===== src/rtl/fuzzy_pkg.sv =====
// Shared types and defaults for the fuzzy duty-cycle pipeline controller and its stages.
package fuzzy_pkg;

    typedef enum logic [2:0] {
        ST_IDLE,
        ST_DIG,
        ST_FUZ,
        ST_INF,
        ST_DEF,
        ST_UPDATE
    } fsm_state_t;

    localparam int DIG_LAT_DEFAULT = 1;
    localparam int FUZ_LAT_DEFAULT = 1;
    localparam int INF_LAT_DEFAULT = 1;
    localparam int DEF_LAT_DEFAULT = 1;

    function automatic int max_lat(input int a, input int b, input int c, input int d);
        int m;
        m = a;
        if (b > m) m = b;
        if (c > m) m = c;
        if (d > m) m = d;
        return m;
    endfunction

    // A counter for a latency of 1 still needs one bit to exist.
    function automatic int cnt_width(input int max_latency);
        return (max_latency <= 1) ? 1 : $clog2(max_latency);
    endfunction

    function automatic fsm_state_t next_stage(input fsm_state_t s);
        case (s)
            ST_DIG:  return ST_FUZ;
            ST_FUZ:  return ST_INF;
            ST_INF:  return ST_DEF;
            default: return ST_UPDATE;
        endcase
    endfunction

endpackage


===== src/rtl/fuzzy_sequencer_sample_timer.sv =====
// Periodic trigger source: one-cycle tick every PERIOD cycles while auto_en is high.
module sample_timer
    import fuzzy_pkg::*;
#(
    parameter int PERIOD = 100
) (
    input  logic clk,
    input  logic rst,
    input  logic auto_en,
    output logic tick
);

    localparam int TW = $clog2(PERIOD);
    localparam logic [TW-1:0] LAST = TW'(PERIOD - 1);

    logic [TW-1:0] r_count;

    // NOTE: sequential state uses non-blocking assignments so every register samples pre-edge values.
    always_ff @(posedge clk or posedge rst) begin
        if (rst) begin
            r_count <= '0;
        end else if (!auto_en) begin
            r_count <= '0;
        end else if (r_count == LAST) begin
            r_count <= '0;
        end else begin
            r_count <= r_count + 1'b1;
        end
    end

    assign tick = auto_en && (r_count == LAST);

endmodule


===== src/rtl/fuzzy_sequencer.sv =====
// Steps one captured BCD sample through the four pipeline stages and commits the resulting duty.
module fuzzy_sequencer
    import fuzzy_pkg::*;
#(
    parameter int         DIG_LAT    = DIG_LAT_DEFAULT,
    parameter int         FUZ_LAT    = FUZ_LAT_DEFAULT,
    parameter int         INF_LAT    = INF_LAT_DEFAULT,
    parameter int         DEF_LAT    = DEF_LAT_DEFAULT,
    parameter int         PERIOD     = 100,
    parameter logic [7:0] DUTY_RESET = 8'd0
) (
    input  logic       clk,
    input  logic       rst,
    input  logic       start,
    input  logic       auto_en,
    input  logic [7:0] bcd_in,
    input  logic [7:0] pwm_duty_in,
    output logic [7:0] bcd_hold,
    output logic       en_digitize,
    output logic       en_fuzzify,
    output logic       en_infer,
    output logic       en_defuzz,
    output logic [7:0] duty_out,
    output logic       duty_valid,
    output logic       busy,
    output logic       overrun
);

    localparam int CW = cnt_width(max_lat(DIG_LAT, FUZ_LAT, INF_LAT, DEF_LAT));

    fsm_state_t    r_state;
    logic [CW-1:0] r_cnt;
    logic [7:0]    r_bcd_hold;
    logic [7:0]    r_duty_out;
    logic          r_duty_valid;
    logic          r_overrun;
    logic          w_tick;
    logic          w_trigger;
    logic [CW-1:0] w_stage_last;

    sample_timer #(.PERIOD(PERIOD)) u_sample_timer (
        .clk     (clk),
        .rst     (rst),
        .auto_en (auto_en),
        .tick    (w_tick)
    );

    // Coincident start and tick collapse into one trigger.
    assign w_trigger = start | w_tick;

    // NOTE: every signal written in always_comb gets a default first so no latch is inferred.
    always_comb begin
        w_stage_last = '0;
        case (r_state)
            ST_DIG:  w_stage_last = CW'(DIG_LAT - 1);
            ST_FUZ:  w_stage_last = CW'(FUZ_LAT - 1);
            ST_INF:  w_stage_last = CW'(INF_LAT - 1);
            ST_DEF:  w_stage_last = CW'(DEF_LAT - 1);
            default: w_stage_last = '0;
        endcase
    end

    // NOTE: there are no memories here; every register has a reset value, so reset discards in-flight work.
    always_ff @(posedge clk or posedge rst) begin
        if (rst) begin
            r_state      <= ST_IDLE;
            r_cnt        <= '0;
            r_bcd_hold   <= 8'd0;
            r_duty_out   <= DUTY_RESET;
            r_duty_valid <= 1'b0;
            r_overrun    <= 1'b0;
        end else begin
            r_duty_valid <= 1'b0;
            r_overrun    <= w_trigger && (r_state != ST_IDLE);
            case (r_state)
                ST_IDLE: begin
                    if (w_trigger) begin
                        r_bcd_hold <= bcd_in;
                        r_state    <= ST_DIG;
                        r_cnt      <= '0;
                    end
                end
                ST_DIG, ST_FUZ, ST_INF, ST_DEF: begin
                    if (r_cnt == w_stage_last) begin
                        r_cnt   <= '0;
                        r_state <= next_stage(r_state);
                    end else begin
                        r_cnt <= r_cnt + 1'b1;
                    end
                end
                ST_UPDATE: begin
                    r_duty_out   <= pwm_duty_in;
                    r_duty_valid <= 1'b1;
                    r_state      <= ST_IDLE;
                    r_cnt        <= '0;
                end
                default: begin
                    r_state <= ST_IDLE;
                    r_cnt   <= '0;
                end
            endcase
        end
    end

    assign en_digitize = (r_state == ST_DIG);
    assign en_fuzzify  = (r_state == ST_FUZ);
    assign en_infer    = (r_state == ST_INF);
    assign en_defuzz   = (r_state == ST_DEF);
    assign busy        = (r_state != ST_IDLE);
    assign bcd_hold    = r_bcd_hold;
    assign duty_out    = r_duty_out;
    assign duty_valid  = r_duty_valid;
    assign overrun     = r_overrun;

endmodule


===== config.mk =====
export PLATFORM = sky130hd
export DESIGN_NAME = fuzzy_sequencer
export DESIGN_NICKNAME = d
export VERILOG_FILES = /design/src/rtl/fuzzy_pkg.sv /design/src/rtl/fuzzy_sequencer_sample_timer.sv /design/src/rtl/fuzzy_sequencer.sv
export SDC_FILE = /design/constraint.sdc
export NUM_CORES = 1
export LEC_CHECK = 0
export CAP_MARGIN = 20
export CORE_AREA = 2 2 54 56
export DETAILED_ROUTE_END_ITERATION = 10
export DIE_AREA = 0 0 56 58
export GPL_TIMING_DRIVEN = 0
export PLACE_DENSITY = 0.79
export SLEW_MARGIN = 20
export SYNTH_ARGS = -nofsm -noshare
export SYNTH_HDL_FRONTEND = slang
export SYNTH_SLANG_ARGS = --single-unit

===== constraint.sdc =====
create_clock -name clk -period 2.4 [get_ports clk]
set_input_delay 0.36 -clock clk [delete_from_list [all_inputs] [get_ports clk]]
set_output_delay 0.36 -clock clk [all_outputs]
set_load 0.02 [all_outputs]

==> summary.txt, run 1 <==
Min path
  – Hold Path Class: input pin to asynchronous set/reset pin

Timing
  – Slew at the pin closest to its max-slew limit: 0.566 ns
  – Setup TNS Final: 0 ns
  – Worst Skew: 0.00260 ns
  – Pins over their slew limit: 0
  – PnR worst setup slack: 0.152 ns
  – Final worst-path cycle share: 93.7%
  – Peak Freq: 445 MHz
  – Slew margin rel.: 62.2%
  – Final Hold Fails: 0
  – Final setup violation count: 0
  – Minimum clock period: 2.25 ns
  – RSZ-0062 raised after global routing: no

Clock network
  – Setup Buffers After CTS: 0
  – TritonCTS buffer count: 3
  – Root Driver: clkbuf_4
  – Clock tree sinks: 28
  – CTS max path bufs: 2
  – CTS HTree Levels: 1
  – Worst skew pair latency: 0.31 ns
  – CTS tree: done
  – CTS resizes: 0
  – Hold Buf Count CTS: 0
  – Clock-pin slew on the worst setup and hold paths: 0.14 ns

Routing
  – Routed vias/inst: 4.79
  – Final WL: 2380 um
  – Post-DRT Antenna Nets: 0
  – Iter 0 DRT Violations: 8
  – Number of remaining DRC errors: 0
  – Detailed-route via count: 853
  – Wire length per cell: 13.3 um
  – Drt pass-1 iters: 2

Synthesis
  – Syn Nets: 123
  – Most frequent cell after synthesis: dfrtp_1
  – Adder-cell share of the synthesized area: 1.08%
  – Syn_area_per_cell: 11.3 um2
  – Synthesized cell area: 1160 um2
  – Cell taking the most area after synthesis: dfrtp_1
  – Number of synthesized flops with an enable pin: 0
  – Synth cell count leaders: 28 x dfrtp_1, 27 x nand2_1, 8 x mux2_2, 8 x nor2_1
  – Yosys cell types: 24
  – Synth top area share: 60.5%
  – Synth Instances: 102
  – Top_reg_cell synth: dfrtp_1
  – Main combinational cell family by area after synthesis: simple AND/OR/NAND/NOR gates
  – Mux contribution to synthesized area: 7.78%
  – Synth Area in XOR/XNOR: 4.54%
  – Top cells by area, synth: dfrtp_1 61%, nand2_1 8.8%, mux2_2 7.8%
  – Compound-Gate Fraction of Synth Area: 2.05%
  – Asr flop ratio synth: 100%
  – Post-synthesis simple-gate area fraction: 22.3%
  – Sequential fraction of the synthesis area: 60.5%
  – Yosys warnings: 0
  – Seq cells post-synth: 28

Setup path
  – Critical path class: flop to output port
  – Reg2reg start: u_sample_timer.r_count[3]
  – WP data required: 2.04 ns
  – Worst Setup End Kind: output port
  – Crit-path max FO: 8
  – Crit path DAT: 1.89 ns
  – Crit path launch: r_state[0]
  – CP Launch Type: flop
  – Worst R2R Path Depth: 4

Power
  – LEAKAGE: 0.715 nW
  – Total chip power: 1.91 mW
  – Power Density: 1160 nW/um2
  – Max VDD drop: 958 uV

Placement
  – Post-DP HPWL: 1860 um
  – Post-place setup slack: 0.477 ns
  – Port-buffer cells: 42
  – GPL Wtd Cong: 0.696

Run
  – Max-cap violation count: 0

Die
  – Die Width: 56 um
  – Die area: 3250 um2
  – Die Ht: 58 um
  – Core area: 2660 um2
  – Row count: 19
  – I/O pin count: 43
  – Initial core utilization: 43.5%

Layout
  – Layout cell share with drive strength beyond 1: 12.2%
  – Nets: 170
  – Antenna cells: 0
  – Layout area overhead: 41.6%

Global routing
  – GRT Resource Usage Total: 15.8%
  – Initial antenna violation count: 0
  – Largest net degree at the start of global routing: 29
  – Vias in the first global route: 879
  – First-pass GRT wire length: 4010 um
  – Gr ovfl total: 0

Outcome
  – Status: complete, no violations
logic make-up (layout without fill, tap and decap cells):
logic type / after synthesis / in the layout
AOI/OAI and AO/OA: 2 / 2
xor gates and xnor gates: 6 / 6
adders and majority gates: 1 / 1
buffers and inverters: 5 / 50
DFF: 28 / 28
muxes: 8 / 8
and+or+nand+nor: 52 / 52
layout make-up:
| type | count | area, um2 |
|---|---|---|
| Fill cell | 226 | 1020 |
| Sequential cell | 28 | 701 |
| Multi-Input combinational cell | 69 | 437 |
| Timing Repair Buffer | 42 | 420 |
| Tap cell | 31 | 38.8 |
| Clock buffer | 3 | 22.5 |
| Buffer | 3 | 12.5 |
| Inverter | 2 | 7.51 |
per-layer routing:
| metal | track usage (%) | vias up | wire, um |
|---|---|---|---|
| met5 | 0 | - | 0 |
| met1 | 20.2 | 401 | 961 |
| met4 | 4.08 | 0 | 12 |
| li1 | - | 421 | - |
| met2 | 25.7 | 29 | 1190 |
| met3 | 5.80 | 2 | 213 |
flip-flops by register name, indices dropped and copies added (netlist names):
signal and count:
u_sample_timer.r_count 7, duty_out 8, bcd_hold 8, duty_valid 1
r_state 3, overrun 1
worst max-delay path, cell delays in order (launching register included):
cell and delay, ns:
dfrtp_1 0.38, clkbuf_1 0.18, or3_1 0.45, clkdlybuf4s50_1 0.57
through the flow:
step | hold slack (ns) | instances | utilization, % | area (um2)
2_1_floorplan | 0.425 | 102 | - | 1160
3_3_place_gp | 0.456 | 175 | 60.7 | 1620
3_5_place_dp | 0.463 | 175 | 60.7 | 1620
4_1_cts | 0.496 | 178 | 61.6 | 1640
5_1_grt | 0.468 | 178 | 61.6 | 1640
6_report | 0.420 | 178 | 61.6 | 1640
layout by cell type (no fill, tap or decap):
master	n
nand3b_1	1
nor2_4	1
a211oi_1	1
inv_2	1
xnor2_1	4
xor2_1	2
buf_2	1
nor2_1	8
clkdlybuf4s50_1	42
clkbuf_4	3
nand2_1	27
or2_2	1
ha_1	1
and2_1	1
nor4b_2	1
clkinv_1	1
nor2b_1	1
a41oi_2	1
and3b_1	1
nor3b_1	4
mux2_2	8
clkbuf_1	2
or3_1	1
dfrtp_1	28
and2b_2	1
nand3_1	4
where the power goes:
group	switching, mW	total, mW	leakage [nW]	internal [mW]
Sequential	0.0832	0.727	0.350	0.644
Clock	0.124	0.183	0.0138	0.0586
Combinational	0.500	0.997	0.351	0.497
Total	0.708	1.91	0.715	1.20
worst paths after layout:
check / slack, ns / endpoint
worst min-delay path: 0.42 / bcd_hold[0]
worst min register to register: 0.49 / duty_out[2]
worst max register to register: 0.58 / bcd_hold[6]
min in group clk: 0.49 / duty_out[2]
worst max-delay path: 0.15 / busy
max in group asynchronous: 1.61 / u_sample_timer.r_count[2]
Note: power is estimated with default switching activity, not from simulation.
==> inputs of run 2 (changes only) <==
- CTS_CLUSTER_SIZE: unset -> 8
==> results of run 2 <==
The final DEF is identical to that of run 1; final timing and power are the same.
==> RTL edit (config.mk and constraints of run 1) <==
`PERIOD` is set to 100 in 2 places; all go to 50.
--- a/src/rtl/fuzzy_sequencer_sample_timer.sv
+++ b/src/rtl/fuzzy_sequencer_sample_timer.sv
@@ -4,3 +4,3 @@
 #(
-    parameter int PERIOD = 100
+    parameter int PERIOD = 50
 ) (
--- a/src/rtl/fuzzy_sequencer.sv
+++ b/src/rtl/fuzzy_sequencer.sv
@@ -8,3 +8,3 @@
     parameter int         DEF_LAT    = DEF_LAT_DEFAULT,
-    parameter int         PERIOD     = 100,
+    parameter int         PERIOD     = 50,
     parameter logic [7:0] DUTY_RESET = 8'd0
Function: same outputs for any inputs over 10 cycles, from zero or initial values and one cycle with rst high; that may be too few to reach the edited logic, so the function may still have changed.
==> RTL edit against run 1 <==
Worst setup slack improved by 0.18 ns; wire length decreased by 6.9%; area after synthesis down 1.7%; critical path type unchanged; final area down 0.99%; clock skew is 0.0018 ns higher; die area unchanged; non-clock buffer count decreased by 3; total power is 0.50% higher; sequential cell count decreased by 1; combinational power hardly changed.
==> RTL edit: results (changes against run 1) <==
Final layout
  • Clock buffers: 4 (+1)
  • Area delta synth->final: 42.7%
  • Signal buf overhead: 25.9% (-0.51 points)
  • Seq/total area: 41.6% (-1.1 points)
  • #MultiIn Comb: 67 (-2.9%)
  • Clock-cell share: 1.62% (+0.25 points)
  • Share of cells above drive strength 1: 11.1% (-1.1 points)
  • Nets: 167 (-1.8%)
  • Inverters: 4 (+2)
  • Fill cells: 221 (-2.2%)
  • Nonclk buf count: 42 (-6.7%)
  • Area of the multi-input gates: 447 µm² (+2.3%)

Global routing
  • Largest net degree at the start of global routing: 28 (-3.4%)
  • Vias in the first global route: 866 (-1.5%)
  • Total track usage: 15.5% (-0.27 points)
  • First-pass GRT wire length: 3930 µm (-1.9%)

Yosys
  • #FFs+latches synth: 27 (-3.6%)
  • Post-Synth XOR/XNOR Area: 3.08% (-1.5 points)
  • Adder-Cell Fraction of Synth Area: 2.20% (+1.1 points)
  • Synth unique cells: 19 (-21%)
  • Sequential-to-total area share from yosys stat: 59.4% (-1.1 points)
  • Compound-Gate Fraction of Synth Area: 2.75% (+0.70 points)
  • Syn nets: 120 (-2.4%)
  • Post-synth top cells: nand2_1, dfrtp_1, nor2_1, mux2_4
  • Mux contribution to synthesized area: 10.6% (+2.8 points)

Place
  • Dpl hpwl: 1720 µm (-7.6%)
  • Place WS: 0.667 ns (+0.190 ns)
  • Area post-placement: 1600 µm² (-1.2%)

Worst setup path
  • FF-to-FF setup slack: 0.74 ns (+0.16 ns)
  • Delay-heaviest family, CP: buffers and inverters
  • Crit path arrival time: 1.71 ns (-0.18 ns)
  • Worst reg2reg path endpoint: bcd_hold[3]$_DFFE_PP0P_
  • CP peak stage delay: 0.66 ns (+0.09 ns)
  • Worst R2R Start: u_sample_timer.r_count[1]$_DFF_PP0_
  • Peak fanout along the critical path: 5 (-3)
  • Worst r2r path cells: 6 (+2)
  • CP Launch Point: r_state[0]$_DFFE_PP0P_
  • Worst Setup EP: en_digitize

Power and ir drop
  • LEAKAGE: 0.000745 µW (+4.3%)
  • Peak supply drop: 0.716 mV (-25%)

Drt
  • Via count: 832 (-2.5%)
  • Number of DRC markers in iteration 0: 17 (+9)
  • Drt first pass iters: 4 (+2)
  • Avg WL per Cell: 12.6 µm (-5.3%)

Timing
  • Peak Freq: 484 MHz (+8.7%)
  • Slew headroom: 38.4% (-24 points)

Outcome
  • Status: completed
## RTL edit: power by group
| part | internal, µW | switching, µW | total (µW) |
|---|---|---|---|
| registers | 626 | 106 | 731 |
| logic | 519 | 480 | 999 |
| clock network | 64.8 | 121 | 186 |
## RTL edit: stage by stage
step                hold WS [ns]  cells
floorplan                  0.413     98
global placement           0.460    171
detailed placement         0.465    171
CTS                        0.503    175
global route               0.493    175
finish                     0.442    175
## RTL edit: worst reg2reg max path, stage by stage (launching register included)
cell and delay [ns]:
dfrtp_1 0.42, inv_1 0.06, ha_1 0.13, and4bb_4 0.26, a31oi_4 0.13, nor2_8 0.24, mux2_4 0.33
## RTL edit: per-layer routing
layer  routed length, µm  up-vias  global-route usage [%]
met5                   0        -                       0
met4                   0        0                    5.78
met3                 166        0                    4.46
met2                1060       31                    24.7
met1                 986      393                    20.4
li1                    -      408                       -
